## src/rtl/boot_pkg.sv

```systemverilog
// Shared types and constants for the boot sequencer.
// BOOT_CHECKSUM_EN adds the CHK state used to verify the frame checksum byte.
package boot_pkg;

  localparam logic [7:0] SYNC_BYTE_DEF = 8'hA5;

  typedef enum logic [2:0] {
    ST_IDLE,
    ST_HDR0,
    ST_HDR1,
    ST_DATA,
`ifdef BOOT_CHECKSUM_EN
    ST_CHK,
`endif
    ST_RUN,
    ST_ERR
  } boot_state_e;

endpackage

```

## src/rtl/boot_sequencer_if.sv

```systemverilog
// Byte receive / reload inputs and instruction-memory write port of the boot sequencer.
interface boot_sequencer_if;
  logic        rx_valid_i;
  logic [7:0]  rx_data_i;
  logic        reload_i;
  logic        imem_we_o;
  logic [31:0] imem_addr_o;
  logic [31:0] imem_wdata_o;

  modport master (
    output rx_valid_i, rx_data_i, reload_i,
    input  imem_we_o, imem_addr_o, imem_wdata_o
  );

  modport slave (
    input  rx_valid_i, rx_data_i, reload_i,
    output imem_we_o, imem_addr_o, imem_wdata_o
  );
endinterface

```

## src/rtl/boot_sequencer_byte_packer.sv

```systemverilog
// Packs little-endian bytes into 32-bit words; o_done pulses for one cycle
// after the fourth byte, with o_word holding the word until the next one completes.
module byte_packer (
  input  logic        clk_i,
  input  logic        reset_i,
  input  logic        i_clear,
  input  logic        i_valid,
  input  logic [7:0]  i_byte,
  output logic        o_last,
  output logic [31:0] o_word,
  output logic        o_done
);

  logic [1:0]  r_idx;
  logic [23:0] r_shift;
  logic [31:0] r_word;
  logic        r_done;

  assign o_last = (r_idx == 2'd3);
  assign o_word = r_word;
  assign o_done = r_done;

  always_ff @(posedge clk_i or negedge reset_i) begin
    if (!reset_i) begin
      r_idx   <= 2'd0;
      r_shift <= 24'd0;
      r_word  <= 32'd0;
      r_done  <= 1'b0;
    end else begin
      r_done <= 1'b0;
      if (i_clear) begin
        r_idx <= 2'd0;
      end else if (i_valid) begin
        // Shift right so the first byte ends up in bits [7:0]
        r_shift <= {i_byte, r_shift[23:8]};
        r_idx   <= r_idx + 2'd1;
        if (r_idx == 2'd3) begin
          r_word <= {i_byte, r_shift};
          r_done <= 1'b1;
        end
      end
    end
  end

endmodule

```

## src/rtl/boot_sequencer.sv

```systemverilog
// Boot loader FSM: parses SYNC/count header, streams payload words into instruction memory,
// then releases the CPU. Define BOOT_CHECKSUM_EN to require a trailing mod-256 payload checksum.
module boot_sequencer
  import boot_pkg::*;
#(
  parameter int         IMEM_WORDS = 256,
  parameter logic [7:0] SYNC_BYTE  = SYNC_BYTE_DEF
) (
  input  logic            clk_i,
  input  logic            reset_i,
  boot_sequencer_if.slave bus,
  output logic            cpu_reset_o,
  output logic            busy_o,
  output logic            err_o
);

  localparam logic [16:0] MAX_WORDS = 17'(IMEM_WORDS);

  boot_state_e r_state, w_next;
  logic [15:0] r_count, r_word_idx, w_hdr_count;
  logic [31:0] r_addr, w_pk_word;
  logic        w_rx, w_data_acc, w_word_cplt, w_pk_clear, w_pk_last, w_pk_done, w_bad_count;

  // A coinciding reload always wins over the byte
  assign w_rx        = bus.rx_valid_i & ~bus.reload_i;
  assign w_hdr_count = {bus.rx_data_i, r_count[7:0]};
  assign w_bad_count = (w_hdr_count == 16'd0) || ({1'b0, w_hdr_count} > MAX_WORDS);
  assign w_data_acc  = (r_state == ST_DATA) && w_rx && (r_word_idx != r_count);
  assign w_word_cplt = w_data_acc && w_pk_last;

  byte_packer u_packer (
    .clk_i   (clk_i),
    .reset_i (reset_i),
    .i_clear (w_pk_clear),
    .i_valid (w_data_acc),
    .i_byte  (bus.rx_data_i),
    .o_last  (w_pk_last),
    .o_word  (w_pk_word),
    .o_done  (w_pk_done)
  );

`ifdef BOOT_CHECKSUM_EN
  logic [7:0] r_sum;

  always_ff @(posedge clk_i or negedge reset_i) begin
    if (!reset_i)        r_sum <= 8'd0;
    else if (w_pk_clear) r_sum <= 8'd0;
    else if (w_data_acc) r_sum <= r_sum + bus.rx_data_i;
  end
`endif

  always_comb begin
    w_next     = r_state;
    w_pk_clear = 1'b0;
    if (bus.reload_i) begin
      w_next     = ST_IDLE;
      w_pk_clear = 1'b1;
    end else begin
      case (r_state)
        ST_IDLE, ST_ERR: if (w_rx && bus.rx_data_i == SYNC_BYTE) w_next = ST_HDR0;
        ST_HDR0:         if (w_rx) w_next = ST_HDR1;
        ST_HDR1: begin
          if (w_rx) begin
            w_next     = w_bad_count ? ST_ERR : ST_DATA;
            w_pk_clear = 1'b1;
          end
        end
`ifdef BOOT_CHECKSUM_EN
        // Leave DATA on the last byte so a back-to-back checksum byte lands in CHK
        ST_DATA: if (w_word_cplt && r_word_idx == r_count - 16'd1) w_next = ST_CHK;
        ST_CHK:  if (w_rx) w_next = (bus.rx_data_i == r_sum) ? ST_RUN : ST_ERR;
`else
        // Wait for the final write pulse so RUN starts the cycle after it
        ST_DATA: if (w_pk_done && r_word_idx == r_count) w_next = ST_RUN;
`endif
        ST_RUN:  w_next = ST_RUN;
        default: w_next = ST_IDLE;
      endcase
    end
  end

  always_ff @(posedge clk_i or negedge reset_i) begin
    if (!reset_i) begin
      r_state    <= ST_IDLE;
      r_count    <= 16'd0;
      r_word_idx <= 16'd0;
      r_addr     <= 32'd0;
    end else begin
      r_state <= w_next;
      if (r_state == ST_HDR0 && w_rx) r_count[7:0]  <= bus.rx_data_i;
      if (r_state == ST_HDR1 && w_rx) r_count[15:8] <= bus.rx_data_i;
      if (w_pk_clear) begin
        r_word_idx <= 16'd0;
      end else if (w_word_cplt) begin
        r_word_idx <= r_word_idx + 16'd1;
        r_addr     <= {14'd0, r_word_idx, 2'b00};
      end
    end
  end

  assign cpu_reset_o      = (r_state != ST_RUN);
  assign err_o            = (r_state == ST_ERR);
`ifdef BOOT_CHECKSUM_EN
  assign busy_o           = (r_state == ST_HDR0) || (r_state == ST_HDR1) ||
                            (r_state == ST_DATA) || (r_state == ST_CHK);
`else
  assign busy_o           = (r_state == ST_HDR0) || (r_state == ST_HDR1) ||
                            (r_state == ST_DATA);
`endif
  assign bus.imem_we_o    = w_pk_done;
  assign bus.imem_addr_o  = r_addr;
  assign bus.imem_wdata_o = w_pk_word;

endmodule

```

## src/flat_wrapper.sv

```systemverilog
// flat-port wrapper written by rule: the top's interface ports become plain ports
module boot_sequencer_flat import boot_pkg::*;
#(
  parameter int         IMEM_WORDS = 256,
  parameter logic [7:0] SYNC_BYTE  = SYNC_BYTE_DEF
)
  (clk_i, reset_i, cpu_reset_o, busy_o, err_o, bus_rx_valid_i, bus_rx_data_i, bus_reload_i, bus_imem_we_o, bus_imem_addr_o, bus_imem_wdata_o);
  boot_sequencer_if bus_i ();
  input  logic clk_i;
  input  logic reset_i;
  output logic cpu_reset_o;
  output logic busy_o;
  output logic err_o;
  input wire logic [$bits(bus_i.rx_valid_i)-1:0] bus_rx_valid_i;
  input wire logic [$bits(bus_i.rx_data_i)-1:0] bus_rx_data_i;
  input wire logic [$bits(bus_i.reload_i)-1:0] bus_reload_i;
  output wire logic [$bits(bus_i.imem_we_o)-1:0] bus_imem_we_o;
  output wire logic [$bits(bus_i.imem_addr_o)-1:0] bus_imem_addr_o;
  output wire logic [$bits(bus_i.imem_wdata_o)-1:0] bus_imem_wdata_o;
  assign bus_i.rx_valid_i = bus_rx_valid_i;
  assign bus_i.rx_data_i = bus_rx_data_i;
  assign bus_i.reload_i = bus_reload_i;
  assign bus_imem_we_o = bus_i.imem_we_o;
  assign bus_imem_addr_o = bus_i.imem_addr_o;
  assign bus_imem_wdata_o = bus_i.imem_wdata_o;
  boot_sequencer #(.IMEM_WORDS(IMEM_WORDS), .SYNC_BYTE(SYNC_BYTE)) u_core (.clk_i(clk_i), .reset_i(reset_i), .bus(bus_i), .cpu_reset_o(cpu_reset_o), .busy_o(busy_o), .err_o(err_o));
endmodule
```

## config.mk

```make
export PLATFORM = sky130hd
export DESIGN_NAME = boot_sequencer_flat
export DESIGN_NICKNAME = d
export VERILOG_FILES = /design/src/rtl/boot_pkg.sv /design/src/rtl/boot_sequencer_if.sv /design/src/rtl/boot_sequencer_byte_packer.sv /design/src/rtl/boot_sequencer.sv /design/src/flat_wrapper.sv
export SDC_FILE = /design/constraint.sdc
export NUM_CORES = 1
export LEC_CHECK = 0
export ABC_AREA = 1
export CELL_PAD_IN_SITES_DETAIL_PLACEMENT = 1
export CELL_PAD_IN_SITES_GLOBAL_PLACEMENT = 2
export CORE_MARGIN = 5
export CORE_UTILIZATION = 35
export CTS_BUF_LIST = sky130_fd_sc_hd__clkbuf_8
export DETAILED_ROUTE_END_ITERATION = 16
export GPL_TIMING_DRIVEN = 1
export HOLD_SLACK_MARGIN = 0.02
export PLACE_DENSITY = 0.91
export SLEW_MARGIN = 20
export SYNTH_ARGS = -nofsm -noshare
export SYNTH_HDL_FRONTEND = slang
export SYNTH_SLANG_ARGS = --single-unit
```

## constraint.sdc

```tcl
create_clock -name clk_i -period 3.41 [get_ports clk_i]
set_input_delay 1.023 -clock clk_i [delete_from_list [all_inputs] [get_ports clk_i]]
set_output_delay 1.023 -clock clk_i [all_outputs]
set_load 0.02 [all_outputs]
```

==> summary.md, run 1 <==
| Metric | Value |
|---|---|
| CTS tree | yes |
| Vias in the first global route | about 4,400 |
| Simple-gate share of the synthesized area | 24.43% |
| Post-synth EDFFs | 0 |
| Initial antenna violation count | 0 |
| Routed WL | 13.74 mm |
| IO Port Bufs | 63 |
| Core area | approximately 0.014 sq mm |
| Period utilization | 81.89% |
| Critical path required time | roughly 2.4 ns |
| Met3 Usage GRT | around 3.3% |
| Setup crit start kind | register |
| Met2 usage in global routing | a little over a quarter |
| Die area | 0.01710 sq mm |
| Leak Pwr | 2.807 nW |
| GR Util met1 | a little under a quarter |
| Share of cells above drive strength 1 | around 5.4% |
| Slew HR | 49.75% |
| Via density | approximately 4.8 |
| Compound-Gate Fraction of Synth Area | roughly a tenth |
| Via count | 4,213 |
| Fillcell total | roughly 1,800 |
| Grt peak-use layer | met2 |
| Flop pwr share | 54.0% |
| Crit-path max FO | 4 |
| Ys async rst share | 100.0% |
| 1st-pass router iterations | 4 |
| Syn Area/Cell | about 8.1 sq um |
| Width of the die | between 100 and 150 um |
| Commonest non-fill, non-tap cell in the layout | nand2_1 |
| Syn Inst Count | 628 |
| Adder-cell share of the synthesized area | 0.4901% |
| Setup WS pre-CTS | 0.4415 ns |
| Root Buffer | clkbuf_8 |
| Min-Delay Path Class | reg2reg |
| Leading cell types in the layout, fill and taps excluded | nand2_1, dfrtp_1, inv_1 |
| Max-cap check violation count | 0 |
| WL/cell | between 15 and 20 um |
| Fin crit period | 2.792 ns |
| Clock Latency Late Sink | 0.40 ns |
| Post-CTS Hold Fix Bufs | 0 |
| I/O pin total | 80 |
| Worst R2R Setup Slack | 1.30 ns |
| Largest net degree at the start of global routing | 57 |
| Kind of critical path | reg2out |
| Die Y-Extent | approximately 130 um |
| XOR/XNOR share of the synthesized area | under 10% |
| Crit end category | primary output |
| Hpwl dp | between 10 and 15 mm |
| Setup bufs post-CTS | 0 |
| Yosys Warn Count | 0 |
| Ant diodes | 0 |
| Mux share of post-synthesis cell area | 0% |
| Register area share after synthesis | about 54% |
| Int Pwr | roughly 2.0 mW |
| Fin worst setup slack | ~0.62 ns |
| Post-route ant nets | 0 |
| First-pass GRT wire length | around 23 mm |
| RSZ-0062 raised after global routing | no |
| Least-Margin Pin Slew | about 0.75 ns |
| # nets final | 700 |
| GRT Overall Usage | between 15 and 20% |
| CTS Buf Count | 9 |
| Clock sinks | 110 |
| Max Slew Vio Count | 0 |
| Area Growth Syn to Fin | 18.03% |
| Status | completed |
| Max VDD drop | ~0.25 mV |
| Main combinational cell family by area after synthesis | simple AND/OR/NAND/NOR gates |
| Hold violation total from the final report | 0 |
| Clk_skew | about 0.011 ns |
| Clock-pin transition on the worst setup and hold timing paths | between 0.1 and 0.15 ns |
| PostCTS Resize Cnt | 0 |
| Sw frac | about a third |
| Clk pwr share | approximately 26% |
| Initial DRC count | 234 |
| Core Rows | 44 |
| Post-Syn Area | around 0.005 sq mm |
| Net load switching power | 994.9 uW |
| Gpl congestion | around 0.83 |
| Starting Density | between 30% and 40% |
| Grt ovf | 0 |
| Pwr Density | 491.0 mW/mm^2 |
| Distinct cells, synth | 28 |
| Longest Clk Path Bufs | 2 |
| Combinational share of power | between 20 and 25% |
| Endpoints failing setup | 0 |
| DRC viols | 0 |
| Htree depth | 3 |
| Register bit count reported by yosys | 110 |
| FMAX | approximately 360 MHz |
| Top FF cell, synth | dfrtp_1 |
| WP data arrival | ~1.8 ns |
| Setup TNS Final | 0 ns |
==> cell families (layout without fill, tap and decap cells) <==
| kind of cell | after synthesis | in the layout |
|---|---|---|
| compound gates | 98 | 98 |
| xor+xnor | 8 | 8 |
| fa+ha+maj | 2 | 2 |
| buf+inv | 107 | 155 |
| flops | 110 | 110 |
| other cells | 1 | 16 |
| simple gates | 302 | 302 |
==> per-layer routing <==
layer  routed length, um  part of all wire [%]
met5                   0                     0
met1                6371                    46
met2                6544                    48
met4                 195                   1.4
met3                 628                   4.6
==> metrics by stage <==
step	cells	hold slack [ns]	instance area (sq um)	total power, mW	util (%)
after detailed placement	859	0.4673	5843	2.223	40.51
final	875	0.4892	6027	2.959	41.79
after global placement	859	0.4665	5843	2.182	40.51
after global routing	875	0.5154	6027	3.161	41.79
after CTS	875	0.4914	6027	2.999	41.79
after floorplan	643	0.4422	5162	2.010	-
==> worst max-delay path, cell delays in order, from the launching register on <==
cell,delay (ns)
dfrtp_1,0.44
inv_1,0.14
nand2_1,0.08
nor2_1,0.09
clkdlybuf4s50_1,0.61
==> cells in the mapped netlist (2+ instances only) <==
master / count / area [sq um]
a21oi_1: 5 / 25.02
buf_2: 10 / 50.05
buf_4: 24 / 180.2
clkbuf_1: 3 / 11.26
dfrtp_1: 110 / 2753
ha_1: 2 / 25.02
inv_1: 62 / 232.7
inv_2: 6 / 22.52
nand2_1: 207 / 777.0
nand2_2: 2 / 12.51
nand3_1: 30 / 150.1
nand4_1: 10 / 62.56
nor2_1: 33 / 123.9
nor3_1: 13 / 65.06
nor4_1: 2 / 12.51
o21ai_0: 62 / 310.3
o21ai_1: 29 / 145.1
xor2_1: 8 / 70.07
==> registers in the layout, summed over array words and instances (netlist names) <==
name and flops:
u_core.u_packer.o_word 32, u_core.u_packer.r_idx 2, u_core.u_packer.r_shift 24, u_core.bus.imem_addr_o 16
u_core.r_count 16, u_core.u_packer.o_done 1, u_core.r_state 3, u_core.r_word_idx 16
==> area by class of cell <==
cell class | instances | area (sq um) | share of cell area [%]
multi-input combinational | 426 | 1904 | 31.60
clock inverter | 6 | 46.29 | 0.7681
clock buffer | 10 | 137.6 | 2.284
timing repair buffer | 71 | 700.7 | 11.63
tap | 184 | 230.2 | 3.820
inverter | 68 | 255.2 | 4.235
sequential | 110 | 2753 | 45.67
==> worst paths after layout <==
| kind | startpoint | endpoint | depth (start not counted) |
|---|---|---|---|
| worst max-delay path | u_core.r_state[1] | err_o | 4 |
| worst min-delay path | u_core.u_packer.o_word[7] | u_core.u_packer.o_word[7] | 2 |
| worst max register to register | u_core.r_word_idx[0] | u_core.u_packer.r_shift[15] | 12 |
| worst min register to register | u_core.u_packer.o_word[7] | u_core.u_packer.o_word[7] | 2 |
| max in group asynchronous | reset_i | u_core.u_packer.r_shift[23] | 2 |
| min in group asynchronous | reset_i | u_core.bus.imem_addr_o[14] | 1 |
==> power by group through the flow <==
stage	sequential (mW)	clock, mW	combinational [mW]
2_1_floorplan	1.58	0	0.432
3_3_place_gp	1.62	0	0.565
3_5_place_dp	1.62	0	0.599
4_1_cts	1.60	0.793	0.607
5_1_grt	1.62	0.842	0.698
6_report	1.60	0.766	0.595
Power figures use the tool's default switching activity.
==> run 2, diff against run 1 <==
- CORE_UTILIZATION: 35 -> 30
- PLACE_DENSITY: 0.91 -> 0.83
- clock period: 3.41 -> 2.3 ns (I/O delays scaled with it)
==> run 2 against run 1 <==
Core utilization shrank 4.0 points; via count rose by 2.1%; first-iteration DRC count fell by 0.85%; critical endpoint is now cpu_reset_o; cell count up 6.7%; non-clock buffer count grew 23; worst setup slack lost 0.50 ns; largest power group unchanged; highest routed layer unchanged; sequential cell count did not move; wire length rose by 3.9%; sequential share of layout area fell by 1.9 points; hold slack got worse by 0.27 ns; register-to-register slack worse by 0.97 ns; die area grew 15%.
==> summary.md, run 2 (same netlist as run 1, synthesis figures left out) <==
| Metric | Value |
|---|---|
| Status | completed |
| Crit-path max FO | 7 (+3) |
| Least-Margin Pin Slew | 0.4956 ns (-0.2525 ns) |
| RSZ-0062 raised after global routing | no |
| Kind of critical path | reg2out |
| RR Startpoint | u_core.r_word_idx[8] |
| Layout Cells excl Fill | 934 (+6.7%) |
| Initial DRC count | 232 (-0.85%) |
| Hpwl dp | 10.72 mm (+5.2%) |
| Post-route ant nets | 0 (unchanged) |
| Post-Route Utilization | 37.77% (-4.0 points) |
| Vias in the first global route | 4,531 (+2.1%) |
| Commonest non-fill, non-tap cell in the layout | nand2_1 |
| Grt peak-use layer | met2 |
| R2r worst-path depth | 11 (-1) |
| Total power | 4.419 mW (+49%) |
| WL/cell | 15.29 um (-2.6%) |
| Die Y-Extent | 140.5 um (+7.4%) |
| Met2 usage in global routing | 24.57% (-2.7 points) |
| Core Rows | 47 (+6.8%) |
| GRT Overall Usage | 14.88% (-2.4 points) |
| Via count | 4,302 (+2.1%) |
| Clk_skew | 0.01562 ns (+0.004397 ns) |
| WP data arrival | 1.50 ns (-0.27 ns) |
| # nets final | 723 (+3.3%) |
| FMAX | between 400 and 500 MHz |
| Largest net degree at the start of global routing | 57 (unchanged) |
| Critical path required time | 1.61 ns (-0.78 ns) |
| Longest Clk Path Bufs | 2 (unchanged) |
| DP Cell Count | 918 (+6.9%) |
| Max VDD drop | 0.3474 mV (+41%) |
| CTS Buf Count | 9 (unchanged) |
| Setup crit start kind | register |
| Max reg flops | 32 (unchanged) |
| Setup bufs post-CTS | 0 (unchanged) |
| Crit end category | primary output |
| Min-Delay Path Class | in2async |
| Die area | 0.01973 sq mm (+15%) |
| Share of cells above drive strength 1 | 8.683% (+3.3 points) |
| Endpoints failing setup | 0 (unchanged) |
| Hold violation total from the final report | 0 (unchanged) |
| Area Growth Syn to Fin | 23.11% |
| Routed WL | 14.28 mm (+3.9%) |
| Root Buffer | clkbuf_8 |
| Clock sinks | 110 (unchanged) |
| Clock Latency Late Sink | 0.40 ns (about the same) |
| First-pass GRT wire length | 23.52 mm (+2.2%) |
| Starting Density | 30.68% (-4.7 points) |
| Post-CTS Hold Fix Bufs | 0 (unchanged) |
| Width of the die | 140.5 um (+7.4%) |
| Via density | 4.606 (-4.3%) |
| Setup WS pre-CTS | -0.1561 ns (-0.5975 ns) |
| Core area | 0.01664 sq mm (+15%) |
| Worst R2R Setup Slack | 0.33 ns (-0.97 ns) |
| Grt ovf | 0 (unchanged) |
| Pwr Density | 703.0 mW/mm^2 (+43%) |
| Slew HR | 66.71% (+17 points) |
| Leading cell types in the layout, fill and taps excluded | nand2_1, dfrtp_1, inv_1, o21ai_0, clkdlybuf4s50_1 |
| Clock-pin transition on the worst setup and hold timing paths | 0.11 ns (about the same) |
| 1st-pass router iterations | 4 (unchanged) |
| Htree depth | 3 (unchanged) |
| I/O pin total | 80 (unchanged) |
| IO Port Bufs | 63 (unchanged) |
| Crit Reg-Reg Endpoint | u_core.r_word_idx[4] |
| CTS tree | yes |
| Met3 Usage GRT | 2.352% (-0.94 points) |
| Gpl congestion | 0.8186 (-0.84%) |
| Max-cap check violation count | 0 (unchanged) |
| Max Slew Vio Count | 0 (unchanged) |
| Initial antenna violation count | 0 (unchanged) |
| Leak Pwr | 2.940 nW (+4.7%) |
| GR Util met1 | 19.34% (-4.5 points) |
| DRC viols | 0 (unchanged) |
| Fin crit period | between 2 and 2.5 ns |
| Ant diodes | 0 (unchanged) |
| Fin worst setup slack | 0.1136 ns (-0.5041 ns) |
| Period utilization | 95.06% |
[run 2: cell count changes in the layout (fill, tap and decap cells not counted), sizes merged]
cell,delta
buf,+23
dlygate4sd2,+3
clkinvlp,+1
clkinv,-1
clkdlybuf4s50,-3
[run 2: worst max-delay path, cell delays in order (launching register included)]
cell and delay, ns:
dfrtp_2 0.48, nor2_1 0.20, nand2_1 0.09, dlygate4sd2_1 0.33
[run 2: worst max-delay path by stage]
stage	from	to	cells past startpoint
after CTS	u_core.r_state[0]	cpu_reset_o	3
after global routing	u_core.r_state[0]	cpu_reset_o	3
final	u_core.r_state[0]	cpu_reset_o	3
after detailed placement	bus_rx_data_i[5]	u_core.r_state[2]	8
after floorplan	bus_reload_i	u_core.r_word_idx[13]	10
after global placement	bus_rx_data_i[5]	u_core.r_state[2]	8
[run 2: layout make-up]
| class | count | area [sq um] |
|---|---|---|
| inverter | 68 | 255.2 |
| fill | 1976 | 10360 |
| sequential | 110 | 2754 |
| timing repair buffer | 94 | 907.1 |
| multi-input combinational | 426 | 1904 |
| clock buffer | 10 | 137.6 |
| clock inverter | 6 | 52.55 |
| tap | 220 | 275.3 |
[run 2: repair_timing]
action | 4_1_cts | 5_1_grt
endpoints found under the setup margin | 3 | 0
endpoints found under the hold margin | 0 | 0
gates resized for setup | 4 | 0
[run 2: report_power, final]
group / switching (mW) / total, mW / internal (mW)
Combinational: 0.560 / 0.881 / 0.321
Clock: 0.715 / 1.16 / 0.443
Sequential: 0.209 / 2.38 / 2.17
[run 2: layer usage]
layer  vias up  share of wire [%]
li1       2116                  -
met1      2088                 47
met2        78                 47
met3        20                3.9
met4         0                2.5
met5         -                  0
[run 2: stage by stage]
step / hold WS (ns) / cell area, sq um / TNS [ns]
floorplan: 0.3944 / 5162 / 0
global placement: 0.4588 / 6098 / -0.2685
detailed placement: 0.4672 / 6098 / -1.798
CTS: 0.2249 / 6286 / 0
global route: 0.2492 / 6286 / 0
finish: 0.2234 / 6286 / 0
==> run 3, diff against run 2 <==
- CAP_MARGIN: unset -> 20
- CORE_UTILIZATION: 30 -> 33
- PLACE_DENSITY: 0.83 -> 0.87
- clock period: 2.3 -> 2.1 ns (I/O delays scaled with it)
==> run 3 against run 2 <==
Cell count fell by 2.7%; sequential power increased by 9.2%; combinational power rose by 17%; count of clock-buffer cells in the layout down 1; worst setup slack got worse by 0.055 ns; non-clock buffer count grew 7; global-route usage grew 1.6 points; die area is 8.5% lower; hold slack worse by 0.10 ns; via count increased by 0.88%; sequential share of layout area decreased by 0.28 points; critical path depth is 2 lower; highest routed layer unchanged.
==> summary.md, run 3 (same netlist as run 1, synthesis figures left out) <==
| Metric | Value |
|---|---|
| WP data arrival | 1.41 ns (-0.09 ns) |
| Width of the die | 134.4 um (-4.3%) |
| CP max-delay cell | clkdlybuf4s50_1 |
| Max Slew Vio Count | 0 (unchanged) |
| Clock Latency Late Sink | 0.40 ns (about the same) |
| Core Rows | 45 (-4.3%) |
| Area Growth Syn to Fin | 23.89% |
| Slew HR | 65.07% (-1.6 points) |
| FMAX | between 400 and 500 MHz |
| Initial antenna violation count | 0 (unchanged) |
| Grt ovf | 0 (unchanged) |
| Largest net degree at the start of global routing | 52 (-8.8%) |
| Root Buffer | clkbuf_8 |
| 1st-pass router iterations | 4 (unchanged) |
| Total power | 5.005 mW (+13%) |
| Vias in the first global route | 4,588 (+1.3%) |
| Setup crit start kind | register |
| WL/cell | 15.71 um (+2.7%) |
| Hpwl dp | 10.82 mm (+0.93%) |
| CP Buf/Inv Count | 1 (unchanged) |
| Crit-path max FO | 2 (-5) |
| First-pass GRT wire length | 23.75 mm (+0.97%) |
| Max-cap check violation count | 0 (unchanged) |
| Die area | 0.01806 sq mm (-8.5%) |
| Status | completed |
| I/O pin total | 80 (unchanged) |
| DRC viols | 0 (unchanged) |
| Min-Delay Path Class | in2async |
| Max reg flops | 32 (unchanged) |
| Least-Margin Pin Slew | 0.5199 ns (+0.02432 ns) |
| Max VDD drop | 0.4027 mV (+16%) |
| Levels on crit path | 1 (-2) |
| IO Port Bufs | 63 (unchanged) |
| Worst R2R Setup Slack | 0.18 ns (-0.15 ns) |
| Clock-pin transition on the worst setup and hold timing paths | 0.12 ns (about the same) |
| Post-route ant nets | 0 (unchanged) |
| Via count | 4,340 (+0.88%) |
| Fin crit period | about 2 ns |
| Htree depth | 3 (unchanged) |
| Critical path required time | 1.47 ns (-0.14 ns) |
| # nets final | 730 (+0.97%) |
| Leak Pwr | 2.998 nW (+2.0%) |
| Pwr Density | 791.1 mW/mm^2 (+13%) |
| Family with the most delay on the worst path | buffers and inverters |
| Setup TNS Final | 0 ns (unchanged) |
| GRT Overall Usage | 16.53% (+1.6 points) |
| RSZ-0062 raised after global routing | no |
| Die Y-Extent | 134.4 um (-4.3%) |
| Core area | 0.01520 sq mm (-8.7%) |
| Cell chain of the critical path | clkdlybuf4s50_1 |
| Leading cell types in the layout, fill and taps excluded | nand2_1, dfrtp_1, inv_1, o21ai_0, clkdlybuf4s50_1 |
| Ant diodes | 0 (unchanged) |
| Initial DRC count | 276 (+19%) |
| Longest Clk Path Bufs | 2 (unchanged) |
| Endpoints failing setup | 0 (unchanged) |
| CTS Buf Count | 9 (unchanged) |
| Worst Hold Margin | 0.1206 ns (-0.1028 ns) |
| CTS tree | yes |
| Commonest non-fill, non-tap cell in the layout | nand2_1 |
| Clock sinks | 110 (unchanged) |
| Crit end category | primary output |
| Starting Density | 33.59% (+2.9 points) |
| Gpl congestion | 0.8483 (+3.6%) |
| R2r worst-path depth | 12 (+1) |
| Post-Route Utilization | 41.61% (+3.8 points) |
| Period utilization | between 90% and 100% |
| Clk_skew | 0.02058 ns (+0.004959 ns) |
| Setup bufs post-CTS | 0 (unchanged) |
| Via density | 4.774 (+3.7%) |
| Hold violation total from the final report | 0 (unchanged) |
| Share of cells above drive strength 1 | 9.847% (+1.2 points) |
| Kind of critical path | reg2out |
| Layout Cells excl Fill | 909 (-2.7%) |
| Slowest stage delay, CP | 0.63 ns (+0.15 ns) |
| DP Cell Count | 893 (-2.7%) |
| Routed WL | 14.28 mm (about the same) |
-- run 3: cell type report --
| class | count | area (sq um) |
|---|---|---|
| tap | 188 | 235.2 |
| fill | 1854 | 8876 |
| timing repair buffer | 101 | 960.9 |
| sequential | 110 | 2754 |
| clock buffer | 9 | 123.9 |
| clock inverter | 7 | 90.09 |
| inverter | 68 | 255.2 |
| multi-input combinational | 426 | 1907 |
-- run 3: final timing paths --
path	startpoint	end
min in group clk_i	u_core.u_packer.r_shift[0]	u_core.u_packer.o_word[0]
worst max-delay path	u_core.bus.imem_addr_o[3]	bus_imem_addr_o[3]
worst min-delay path	reset_i	u_core.u_packer.o_word[7]
worst max register to register	u_core.r_word_idx[8]	u_core.u_packer.r_shift[15]
max in group asynchronous	reset_i	u_core.bus.imem_addr_o[2]
worst min register to register	u_core.u_packer.r_shift[0]	u_core.u_packer.o_word[0]
-- run 3: what timing repair did --
action / CTS / global route
setup endpoints to repair: 4 / 12
gates cloned: 0 / 0
gates resized for setup: 6 / 5
hold buffers: 0 / 0
-- run 3: layer usage --
layer / global-route usage (%) / share of wire (%)
met1: 21.97 / 47
met2: 26.82 / 47
met3: 2.663 / 3.5
met4: 7.014 / 2.5
met5: 0 / 0
-- run 3: metrics by stage --
stage                     area [sq um]  setup WS [ns]
after global routing              6326      0.0002981
final                             6326        0.05845
after CTS                         6322        0.01246
after global placement            6111        -0.1370
after detailed placement          6111        -0.2055
after floorplan                   5162         0.2611
-- run 3: power breakdown --
| part | total [mW] | leakage, nW | internal (mW) | switching, mW |
|---|---|---|---|---|
| sequential | 2.60 | 1.49 | 2.38 | 0.222 |
| clock | 1.38 | 0.101 | 0.578 | 0.801 |
| combinational | 1.03 | 1.40 | 0.378 | 0.649 |
| total | 5.00 | 3.00 | 3.33 | 1.67 |
